==> config.mk <==
export PLATFORM = sky130hd
export DESIGN_NAME = pipeline_ctrl_flat
export DESIGN_NICKNAME = d
export VERILOG_FILES = /design/src/rtl/pipeline_ctrl_if.sv /design/src/rtl/pipeline_ctrl.sv /design/src/flat_wrapper.sv
export SDC_FILE = /design/constraint.sdc
export NUM_CORES = 1
export LEC_CHECK = 0
export CORE_MARGIN = 10
export CORE_UTILIZATION = 55
export DETAILED_ROUTE_END_ITERATION = 16
export PLACE_DENSITY = 0.9
export SLEW_MARGIN = 20
export SYNTH_ARGS = -nofsm -noshare
export SYNTH_HDL_FRONTEND = slang
export SYNTH_SLANG_ARGS = --single-unit
==> constraint.sdc <==
create_clock -name clk -period 2.75 [get_ports clk]
set_clock_uncertainty 0.2 [all_clocks]
set_input_delay 0.6875 -clock clk [delete_from_list [all_inputs] [get_ports clk]]
set_output_delay 0.6875 -clock clk [all_outputs]
set_load 0.01 [all_outputs]
==> src/rtl/pipeline_ctrl_if.sv <==
// Hazard inputs and pipeline-register control outputs of the pipeline
// sequencing controller, bundled so the core and the controller share one port.
interface pipeline_ctrl_if;
    logic        load_use;
    logic        branch_taken;
    logic        mem_req;
    logic        mem_ready;
    logic        halt_req;

    logic        en_pc;
    logic        en_if_id;
    logic        en_id_ex;
    logic        en_ex_mem;
    logic        en_mem_wb;
    logic        flush_if_id;
    logic        flush_id_ex;
    logic        halted;
    logic        mem_error;
    logic [15:0] stall_count;

    // Core side: raises hazards, consumes enables/flushes.
    modport master (
        output load_use, branch_taken, mem_req, mem_ready, halt_req,
        input  en_pc, en_if_id, en_id_ex, en_ex_mem, en_mem_wb,
        input  flush_if_id, flush_id_ex, halted, mem_error, stall_count
    );

    // Controller side.
    modport slave (
        input  load_use, branch_taken, mem_req, mem_ready, halt_req,
        output en_pc, en_if_id, en_id_ex, en_ex_mem, en_mem_wb,
        output flush_if_id, flush_id_ex, halted, mem_error, stall_count
    );
endinterface

==> src/rtl/pipeline_ctrl.sv <==
// Pipeline sequencing controller for the 5-stage core.
//
// state  | meaning
// -------+------------------------------------------------------------
// RUN    | normal execution, hazards resolved by stall/flush
// DRAIN  | halt accepted: PC frozen, ID..WB retire, IF/ID bubbled
// HALTED | core stopped (drain done or memory timeout); exit by reset
//
// Enables/flushes are combinational from state and hazard inputs so the
// pipeline freezes in the same cycle a hazard is raised. While reset is
// held low the registers see enable=0 / flush=1 and clear every clock.
module pipeline_ctrl #(
    parameter int MEM_TIMEOUT  = 255,
    parameter int DRAIN_CYCLES = 4
) (
    input  logic            clk,
    input  logic            reset,
    pipeline_ctrl_if.slave  bus
);

    localparam int WAIT_W  = (MEM_TIMEOUT > 1) ? $clog2(MEM_TIMEOUT + 1) : 1;
    localparam int DRAIN_W = (DRAIN_CYCLES > 1) ? $clog2(DRAIN_CYCLES) : 1;
    localparam logic [WAIT_W-1:0]  WAIT_MAX   = WAIT_W'(MEM_TIMEOUT);
    localparam logic [DRAIN_W-1:0] DRAIN_LAST = DRAIN_W'(DRAIN_CYCLES - 1);

    typedef enum logic [1:0] {
        RUN    = 2'd0,
        DRAIN  = 2'd1,
        HALTED = 2'd2
    } state_t;

    state_t               state_q, state_d;
    logic [WAIT_W-1:0]    wait_cnt_q, wait_cnt_d;
    logic [DRAIN_W-1:0]   drain_cnt_q, drain_cnt_d;
    logic                 halt_pending_q, halt_pending_d;
    logic                 mem_error_q, mem_error_d;
    logic [15:0]          stall_count_q, stall_count_d;

    logic mem_stall;
    logic en_pc, en_if_id, en_id_ex, en_ex_mem, en_mem_wb;
    logic flush_if_id, flush_id_ex;

    assign mem_stall = bus.mem_req & ~bus.mem_ready;

    // State and counter registers.
    always_ff @(posedge clk or negedge reset) begin
        if (!reset) begin
            state_q        <= RUN;
            wait_cnt_q     <= '0;
            drain_cnt_q    <= '0;
            halt_pending_q <= 1'b0;
            mem_error_q    <= 1'b0;
            stall_count_q  <= '0;
        end else begin
            state_q        <= state_d;
            wait_cnt_q     <= wait_cnt_d;
            drain_cnt_q    <= drain_cnt_d;
            halt_pending_q <= halt_pending_d;
            mem_error_q    <= mem_error_d;
            stall_count_q  <= stall_count_d;
        end
    end

    // Hazard priority, pipeline controls and next-state logic.
    always_comb begin
        state_d        = state_q;
        wait_cnt_d     = wait_cnt_q;
        drain_cnt_d    = drain_cnt_q;
        halt_pending_d = halt_pending_q;
        mem_error_d    = mem_error_q;
        stall_count_d  = stall_count_q;
        en_pc          = 1'b0;
        en_if_id       = 1'b0;
        en_id_ex       = 1'b0;
        en_ex_mem      = 1'b0;
        en_mem_wb      = 1'b0;
        flush_if_id    = 1'b0;
        flush_id_ex    = 1'b0;

        if (!reset) begin
            // Registers clear on every clock while reset is held.
            flush_if_id = 1'b1;
            flush_id_ex = 1'b1;
        end else begin
            case (state_q)
                RUN, DRAIN: begin
                    if (mem_stall) begin
                        // Whole pipeline frozen; flushes held off so nothing is lost.
                        if (wait_cnt_q == WAIT_MAX) begin
                            state_d     = HALTED;
                            mem_error_d = 1'b1;
                        end else begin
                            wait_cnt_d = wait_cnt_q + WAIT_W'(1);
                        end
                    end else begin
                        wait_cnt_d = '0;
                        en_pc      = 1'b1;
                        en_if_id   = 1'b1;
                        en_id_ex   = 1'b1;
                        en_ex_mem  = 1'b1;
                        en_mem_wb  = 1'b1;
                        if (bus.branch_taken) begin
                            flush_if_id = 1'b1;
                            flush_id_ex = 1'b1;
                        end else if (bus.load_use) begin
                            en_pc       = 1'b0;
                            en_if_id    = 1'b0;
                            flush_id_ex = 1'b1;
                        end
                        if (state_q == DRAIN) begin
                            // No new fetches; IF/ID fed bubbles unless it must hold.
                            en_pc = 1'b0;
                            if (!(bus.load_use && !bus.branch_taken))
                                flush_if_id = 1'b1;
                        end
                    end

                    if (state_q == RUN) begin
                        if (!en_pc && stall_count_q != 16'hFFFF)
                            stall_count_d = stall_count_q + 16'd1;
                        if (mem_stall) begin
                            if (bus.halt_req)
                                halt_pending_d = 1'b1;
                        end else if (bus.halt_req || halt_pending_q) begin
                            state_d        = DRAIN;
                            drain_cnt_d    = '0;
                            halt_pending_d = 1'b0;
                        end
                    end else if (!mem_stall && !bus.load_use) begin
                        if (drain_cnt_q == DRAIN_LAST)
                            state_d = HALTED;
                        else
                            drain_cnt_d = drain_cnt_q + DRAIN_W'(1);
                    end
                end
                HALTED: begin
                end
                default: begin
                    state_d = RUN;
                end
            endcase
        end
    end

    assign bus.en_pc       = en_pc;
    assign bus.en_if_id    = en_if_id;
    assign bus.en_id_ex    = en_id_ex;
    assign bus.en_ex_mem   = en_ex_mem;
    assign bus.en_mem_wb   = en_mem_wb;
    assign bus.flush_if_id = flush_if_id;
    assign bus.flush_id_ex = flush_id_ex;
    assign bus.halted      = (state_q == HALTED);
    assign bus.mem_error   = mem_error_q;
    assign bus.stall_count = stall_count_q;

endmodule

==> src/flat_wrapper.sv <==
// flat-port wrapper written by rule: the top's interface ports become plain ports
module pipeline_ctrl_flat 
#(
    parameter int MEM_TIMEOUT  = 255,
    parameter int DRAIN_CYCLES = 4
)
  (clk, reset, bus_load_use, bus_branch_taken, bus_mem_req, bus_mem_ready, bus_halt_req, bus_en_pc, bus_en_if_id, bus_en_id_ex, bus_en_ex_mem, bus_en_mem_wb, bus_flush_if_id, bus_flush_id_ex, bus_halted, bus_mem_error, bus_stall_count);
  pipeline_ctrl_if bus_i ();
  input  logic clk;
  input  logic reset;
  input wire logic [$bits(bus_i.load_use)-1:0] bus_load_use;
  input wire logic [$bits(bus_i.branch_taken)-1:0] bus_branch_taken;
  input wire logic [$bits(bus_i.mem_req)-1:0] bus_mem_req;
  input wire logic [$bits(bus_i.mem_ready)-1:0] bus_mem_ready;
  input wire logic [$bits(bus_i.halt_req)-1:0] bus_halt_req;
  output wire logic [$bits(bus_i.en_pc)-1:0] bus_en_pc;
  output wire logic [$bits(bus_i.en_if_id)-1:0] bus_en_if_id;
  output wire logic [$bits(bus_i.en_id_ex)-1:0] bus_en_id_ex;
  output wire logic [$bits(bus_i.en_ex_mem)-1:0] bus_en_ex_mem;
  output wire logic [$bits(bus_i.en_mem_wb)-1:0] bus_en_mem_wb;
  output wire logic [$bits(bus_i.flush_if_id)-1:0] bus_flush_if_id;
  output wire logic [$bits(bus_i.flush_id_ex)-1:0] bus_flush_id_ex;
  output wire logic [$bits(bus_i.halted)-1:0] bus_halted;
  output wire logic [$bits(bus_i.mem_error)-1:0] bus_mem_error;
  output wire logic [$bits(bus_i.stall_count)-1:0] bus_stall_count;
  assign bus_i.load_use = bus_load_use;
  assign bus_i.branch_taken = bus_branch_taken;
  assign bus_i.mem_req = bus_mem_req;
  assign bus_i.mem_ready = bus_mem_ready;
  assign bus_i.halt_req = bus_halt_req;
  assign bus_en_pc = bus_i.en_pc;
  assign bus_en_if_id = bus_i.en_if_id;
  assign bus_en_id_ex = bus_i.en_id_ex;
  assign bus_en_ex_mem = bus_i.en_ex_mem;
  assign bus_en_mem_wb = bus_i.en_mem_wb;
  assign bus_flush_if_id = bus_i.flush_if_id;
  assign bus_flush_id_ex = bus_i.flush_id_ex;
  assign bus_halted = bus_i.halted;
  assign bus_mem_error = bus_i.mem_error;
  assign bus_stall_count = bus_i.stall_count;
  pipeline_ctrl #(.MEM_TIMEOUT(MEM_TIMEOUT), .DRAIN_CYCLES(DRAIN_CYCLES)) u_core (.clk(clk), .reset(reset), .bus(bus_i));
endmodule
==> flow_summary.json <==
{
  "fmax_mhz": 370,
  "grt_overflow": 0,
  "synth_top_area_share_pct": 45.0,
  "power_density_mw_per_mm2": 570,
  "area_growth_pct": 34.0,
  "totalWireLength_mm": 4.39,
  "crit_chain": "clkdlybuf4s50_1 -> nor2b_4 -> nor3_4 -> clkdlybuf4s15_2",
  "dpl_cell_area_mm2": 0.00211,
  "critical_path.top_delay_family": "buffers and inverters",
  "cts.sinks": 30,
  "dieArea_mm2": 0.00564,
  "ant_nets": 0,
  "grt_start_max_net_pins": 20,
  "grt_pass1_wl_mm": 7.56,
  "initial_core_util_pct": 59.0,
  "syn_avg_cell_area_um2": 10.1,
  "cts.reportedPaths.clkPinSlew_ns": 0.11,
  "dp_slack_ns": -0.412,
  "critPathKind": "in2out",
  "cts_tree": "done",
  "maxSlewViolCount": 0,
  "synth_flop_cell": "dfrtp_1",
  "hp-class": "in2async",
  "port_buffers": 31,
  "cp_max_fo": 5,
  "gp_congestion": 0.803,
  "final_cell_mix": "dfrtp_1 (30), clkdlybuf4s50_1 (21), buf_4 (14)",
  "cap_violations": 0,
  "clock_latency_ns": 0.34,
  "relSlewSlack_pct": 64.9,
  "cts_max_path_buffers": 2,
  "fin_cells": 248,
  "htreeDepth": 2,
  "synth_nets": 176,
  "end_kind": "output pin",
  "dp_hpwl_mm": 3.18,
  "peakVddDrop_v": 0.000410,
  "num_vias": 1533,
  "required_ns": 1.86,
  "grt_pass1_vias": 1598,
  "hold_slack_ns": 0.191,
  "die_h_um": 75.1,
  "yosys_warnings": 0,
  "core_mm2": 0.00283,
  "finalHoldViolCount": 0,
  "post-cts-setup-buffers": 0,
  "routedWlPerCell_um": 17.7,
  "grt_use_total_pct": 17.3,
  "worstMarginPinSlew_ns": 0.522,
  "arrival_ns": 1.81,
  "synth_cell_types": 49,
  "setup_viol": 0,
  "p_leak_nw": 1.00,
  "start_kind": "primary input",
  "period_needed_ns": 2.70,
  "ys_seq_area_share_pct": 45.0,
  "slowest_delay_ns": 0.57,
  "async_reset_ff_share_pct": 100,
  "cts-buffers-inserted": 5,
  "io_pins": 32,
  "drc": 0,
  "grt_antenna_before_repair": 0,
  "synthTopCellsByArea": "dfrtp_1 (45%), xor2_1 (5.8%), a21oi_1 (2.7%), nor3_1 (2.7%), mux2_2 (2.7%)",
  "finalNetCount": 226,
  "firstDrtPassIters": 4,
  "fillers": 182,
  "reg2reg_from": "u_core.state_q[0]",
  "stdcell_area_mm2": 0.00224,
  "syn_area_mm2": 0.00167,
  "postLayoutCoreUtil_pct": 79.0,
  "worst-path-buf-inv": 2,
  "ys_ff_latch": 30,
  "dieWidth_um": 75.1,
  "multiInputGateArea_um2": 941,
  "rows": 19,
  "regArea_um2": 751,
  "status": "completed",
  "syn_inst": 166,
  "vias_per_cell": 6.18,
  "synth_top_area_cell": "dfrtp_1",
  "placed_cells": 239,
  "total_power_mw": 1.27,
  "drive_gt1_share_pct": 22.1,
  "layout_commonest_cell": "dfrtp_1",
  "slowest_stage": "clkdlybuf4s50_1",
  "synth_edf_count": 0,
  "finalCritPeriodShare_pct": 98.2,
  "n_antenna_cell": 0,
  "tns_ns": 0,
  "drt-initial-drc-count": 125,
  "fin_ws_ns": 0.0482,
  "cp-startpoint": "bus_load_use",
  "root_buffer": "clkbuf_4"
}
## cell usage after synthesis (2+ instances only)
cell type and number:
ha_1 3, clkbuf_1 3, a31oi_1 2, o31ai_1 6
nand4b_1 2, mux2_2 4, nor3b_1 3, a21oi_1 9
nand3_1 8, nor4_1 2, nand4_1 4, inv_1 2
o211ai_1 2, buf_4 2, o21ai_0 7, nor2_1 12
xor2_1 11, nand2_1 12, nor3_1 9, nor2b_1 4
o2111ai_1 2, dfrtp_1 30
## layout make-up
cell class,count,share of cell area (%)
clock buffers,7,2.46
multi-input cells,129,42.1
flip-flops and latches,30,33.6
clock inverters,1,0.224
well taps,31,1.73
repair buffers,48,19.6
inverters,2,0.336
## path summary, 6_finish.rpt
path | end | slack, ns | cells past startpoint
min in group clk | u_core.bus.mem_error | 0.27 | 1
worst max-delay path | bus_en_if_id | 0.05 | 4
worst min register to register | u_core.bus.mem_error | 0.27 | 1
max in group asynchronous | u_core.bus.stall_count[12] | 1.65 | 3
worst min-delay path | u_core.drain_cnt_q[0] | 0.19 | 2
worst max register to register | u_core.bus.stall_count[15] | 0.61 | 5
## power by group
part,total [mW],switching [mW],internal (mW)
Clock,0.285,0.161,0.124
Sequential,0.582,0.0768,0.506
Combinational,0.407,0.192,0.215
## flip-flops by register name, indices dropped and copies added, names as in the netlist
| register | cells |
|---|---|
| u_core.wait_cnt_q | 8 |
| u_core.bus.mem_error | 1 |
| u_core.halt_pending_q | 1 |
| u_core.drain_cnt_q | 2 |
| u_core.state_q | 2 |
| u_core.bus.stall_count | 16 |
## kinds of logic after synthesis
family / Yosys count / share of synthesized area, %
AND/OR/NAND/NOR: 70 / 25.5
AO/OA/AOI/OAI: 40 / 16.3
flip-flops: 30 / 45.0
XOR/XNOR: 12 / 6.30
buffers and inverters: 7 / 2.02
multiplexers: 4 / 2.70
adder cells (fa/ha/maj): 3 / 2.25
## repair_timing
action                                  4_1_cts  5_1_grt
pin swaps                                     0        1
cloned                                        0        1
endpoints found under the setup margin        7        8
gates resized for setup                      32       10
hold buffers                                  0        0
## layer usage
layer	GRT usage [%]	vias up	wire (um)
met1	18.6	738	1680
met3	6.44	9	361
met4	8.19	0	109
met5	0	-	0
met2	29.5	59	2250
li1	-	727	-
## worst reg2reg max path, delay by kind of cell, from the launching register on
family	cells	cell delay, ns
AND/OR/NAND/NOR	2	0.57
AO/OA/AOI/OAI	1	0.26
buffers and inverters	1	0.18
flip-flops	1	0.43
multiplexers	1	0.37
Power figures use the tool's default switching activity.
==> RTL edit 1 (same settings) <==
`MEM_TIMEOUT` is set to 255 in 2 places; all go to 510.
--- a/src/rtl/pipeline_ctrl.sv
+++ b/src/rtl/pipeline_ctrl.sv
@@ -11,5 +11,5 @@
 // held low the registers see enable=0 / flush=1 and clear every clock.
 module pipeline_ctrl #(
-    parameter int MEM_TIMEOUT  = 255,
+    parameter int MEM_TIMEOUT  = 510,
     parameter int DRAIN_CYCLES = 4
 ) (
--- a/src/flat_wrapper.sv
+++ b/src/flat_wrapper.sv
@@ -2,5 +2,5 @@
 module pipeline_ctrl_flat 
 #(
-    parameter int MEM_TIMEOUT  = 255,
+    parameter int MEM_TIMEOUT  = 510,
     parameter int DRAIN_CYCLES = 4
 )
Formal check against the unedited RTL: no difference found for any inputs over 10 cycles, from zero or initial values and one cycle with reset low; that may be too few to reach the edited logic, so the function may still have changed.
==> RTL edit 1 against the unedited design <==
  * Via count fell by 3.1%
  * Sequential share of layout area up 0.29 points
  * Fmax grew 0.63%
  * Wire length down 7.2%
  * Setup slack better by 0.017 ns
  * Power about the same
  * Final area grew 2.5%
  * Sequential cell count rose by 1
  * Synthesized area increased by 5.8%
  * Global-route usage down 2.7 points
==> RTL edit 1: results <==
[yosys]
synthesis.nets = 184
yosys.area_share.xor_xnor = 0.0892
post_synth_fa_ha_maj_area_fraction = 0.0283
synth.lib_cells_used.distinct = 42
synth_common_cells = "31 x sky130_fd_sc_hd__dfrtp_1, 17 x sky130_fd_sc_hd__xor2_1, 15 x sky130_fd_sc_hd__nor2_1"
cell_count_after_synthesis = 173
synth-compound-area-share = 0.138
seq_area_frac_synth = 0.439
yosys-top-cells-area = "sky130_fd_sc_hd__dfrtp_1 44%, sky130_fd_sc_hd__xor2_1 8.4%, sky130_fd_sc_hd__nor2_1 3.2%"
synthMuxAreaShare = 0.0297

[placed_design]
post-dp-hpwl_um = 3130
placedInstanceArea_mm2 = 0.00221
dp_worst_setup_slack_ns = -0.356
gp_congestion = 0.851
post-place-cells = 257

[final_layout]
share_of_cells_above_drive_strength_1 = 0.181
filler_cell_count = 215
layout.cells.non_filler = 265
number_of_flip_flops_under_the_largest_register_name = 16
finish.net_count = 231
final_area_mm2 = 0.00229

[pwr]
static-leakage-power_nw = 1.06

[clock_tree]
cts_repair_resize_count = 17
max-clock-path-buffers = 2
cts-buffers-inserted = 5

[run_status]
run_status = "finished, final reports clean"

[route]
met1Wirelength_um = 1680
wl_per_cell_um = 15.4
drt_iter0_drc = 135
dr_total_vias = 1486
dr_wl_met3_um = 268

[timing]
slew_headroom = 0.699

[grt]
grt_util_all_layers = 0.146
met2_global_route_usage = 0.247
groute.layer.met3.usage = 0.0723
global_route_wire_length_before_repair_um = 7200
grt_start_max_net_pins = 24

[worst_setup_path]
timing.critical_path.slowest_cell_delay_ns = 0.42
RTL edit 1: cell count changes after synthesis, sizes merged, moves of 2 or more:
cell / unedited run / this run
xor2: 11 / 17
inv: 2 / 7
nand2: 12 / 8
nor2: 12 / 16
and3: 1 / 4
mux2i: 0 / 3
a31oi: 2 / 0
buf: 2 / 4
clkbuf: 3 / 1
mux2: 4 / 2
nand4: 5 / 3
nor3: 9 / 7
o31ai: 6 / 4
o41ai: 1 / 3
RTL edit 1: worst paths after layout:
| path | start | endpoint | slack [ns] |
|---|---|---|---|
| min in group clk | u_core.bus.mem_error$_DFFE_PN0P_ | u_core.bus.mem_error$_DFFE_PN0P_ | 0.29 |
| worst max register to register | u_core.state_q[1]$_DFFE_PN0P_ | u_core.bus.stall_count[1]$_DFFE_PN0P_ | 0.71 |
| max in group asynchronous | reset | u_core.bus.stall_count[3]$_DFFE_PN0P_ | 1.97 |
| worst min register to register | u_core.bus.mem_error$_DFFE_PN0P_ | u_core.bus.mem_error$_DFFE_PN0P_ | 0.29 |
| worst max-delay path | bus_mem_req | bus_flush_if_id | 0.07 |
| worst min-delay path | reset | u_core.halt_pending_q$_DFFE_PN0P_ | 0.19 |
RTL edit 1: power by group:
| group | switching (mW) | leakage, nW | total (mW) | internal (mW) |
|---|---|---|---|---|
| clock | 0.159 | 0.0482 | 0.374 | 0.215 |
| combinational | 0.146 | 0.605 | 0.308 | 0.162 |
| sequential | 0.0809 | 0.406 | 0.593 | 0.512 |
RTL edit 1: area by class of cell:
| type | instances | area share |
|---|---|---|
| multi-input combinational | 130 | 0.413 |
| sequential | 31 | 0.339 |
| clock inverter | 2 | 0.0153 |
| inverter | 7 | 0.0115 |
| tap | 44 | 0.0240 |
| timing repair buffer | 45 | 0.175 |
| clock buffer | 6 | 0.0224 |
==> RTL edit 2 (same settings) <==
Made on the original files. Make the reset (`reset`) synchronous in one clocked block.
--- a/src/rtl/pipeline_ctrl.sv
+++ b/src/rtl/pipeline_ctrl.sv
@@ -44,5 +44,5 @@
 
     // State and counter registers.
-    always_ff @(posedge clk or negedge reset) begin
+    always_ff @(posedge clk) begin
         if (!reset) begin
             state_q        <= RUN;
Check against the original RTL: differs if reset is asserted again (counterexample within 4 cycles, from zero or initial values and one cycle with reset low); with reset held inactive, the same outputs for 10 cycles.
==> RTL edit 2 against the unedited design <==
  * Non-clock buffer count is 5 lower
  * Sequential cell count unchanged
  * Wire length is 5.1% higher
  * Setup slack worse by 0.010 ns
  * Synthesized area decreased by 0.22%
  * Die area decreased by 0.17%
  * Final cell count is 4.0% higher
  * Final area down 5.6%
Power is not compared: it rests on default switching activity, and its combinational part moved more than twofold at a synthesized area within 25%.
==> RTL edit 2: results <==
[worst_setup_path]
critical_path.max_fanout = 6
worst_setup_path_end = "bus_en_pc"

[yosys]
synthMuxAreaShare = 0.0308
synth_common_cells = "30 x sky130_fd_sc_hd__dfxtp_1, 17 x sky130_fd_sc_hd__a21oi_1, 10 x sky130_fd_sc_hd__nand2_1, 10 x sky130_fd_sc_hd__o31ai_1"
async_flop_share = 0
synthMostInstantiatedCell = "sky130_fd_sc_hd__dfxtp_1"
syn-mean-instance-area_um2 = 8.95
post_synth_fa_ha_maj_area_fraction = 0.0225
seq_area_frac_synth = 0.361
yosys.area_share.xor_xnor = 0.00526

[route]
routed_wirelength_um = 4620
drt_iter0_drc = 131
wl_per_cell_um = 17.9

[timing]
finalCritPeriodShare = 0.986
timing.hold.ws_ns = 0.287

[run_status]
run_status = "finished, final reports clean"

[final_layout]
share_of_cells_above_drive_strength_1 = 0.185
finish.net_count = 237

[placed_design]
dp_worst_setup_slack_ns = -0.480
post-dp-hpwl_um = 3440
gp_congestion = 0.827
post-place-cells = 251

[grt]
groute.layer.met3.usage = 0.0670
gr-usage-met1 = 0.189
met2_global_route_usage = 0.302
global_route_wire_length_before_repair_um = 7670

[clock_tree]
clk_pin_slew_worst_paths_ns = 0.09
## RTL edit 2: layout make-up
cell class | count | area (µm²)
Sequential cell | 30 | 601
Inverter | 4 | 15.0
Multi-Input combinational cell | 143 | 1030
Clock buffer | 5 | 37.5
Tap cell | 31 | 38.8
Timing Repair Buffer | 43 | 377
Fill cell | 232 | 718
Clock inverter | 2 | 10.0
## RTL edit 2: cells by family after synthesis
| kind of cell | count (synthesis) |
|---|---|
| adders and majority gates | 3 |
| DFF | 30 |
| buffers and inverters | 13 |
| and+or+nand+nor | 76 |
| muxes | 5 |
| xor gates and xnor gates | 1 |
| AOI/OAI and AO/OA | 58 |
## RTL edit 2: worst min path at each step
stage | start | to | depth (start not counted)
floorplan | u_core.drain_cnt_q[1]$_SDFFE_PN0P_ | u_core.drain_cnt_q[1]$_SDFFE_PN0P_ | 2
global placement | u_core.bus.mem_error$_SDFFE_PN0P_ | u_core.bus.mem_error$_SDFFE_PN0P_ | 1
detailed placement | u_core.bus.mem_error$_SDFFE_PN0P_ | u_core.bus.mem_error$_SDFFE_PN0P_ | 1
CTS | u_core.drain_cnt_q[1]$_SDFFE_PN0P_ | u_core.drain_cnt_q[1]$_SDFFE_PN0P_ | 2
global route | u_core.bus.mem_error$_SDFFE_PN0P_ | u_core.bus.mem_error$_SDFFE_PN0P_ | 1
finish | u_core.bus.mem_error$_SDFFE_PN0P_ | u_core.bus.mem_error$_SDFFE_PN0P_ | 1
## RTL edit 2: worst register-to-register path, delay by kind of cell, from the launching register on
kind	cells	cell delay, ns
simple gates	3	1.13
compound gates	1	0.06
flops	1	0.41
fa+ha+maj	1	0.24
## RTL edit 2: metal layers
metal	vias up	part of all wire
li1	810	-
met1	798	0.40
met4	0	0.014
met2	49	0.50
met3	9	0.083
met5	-	0
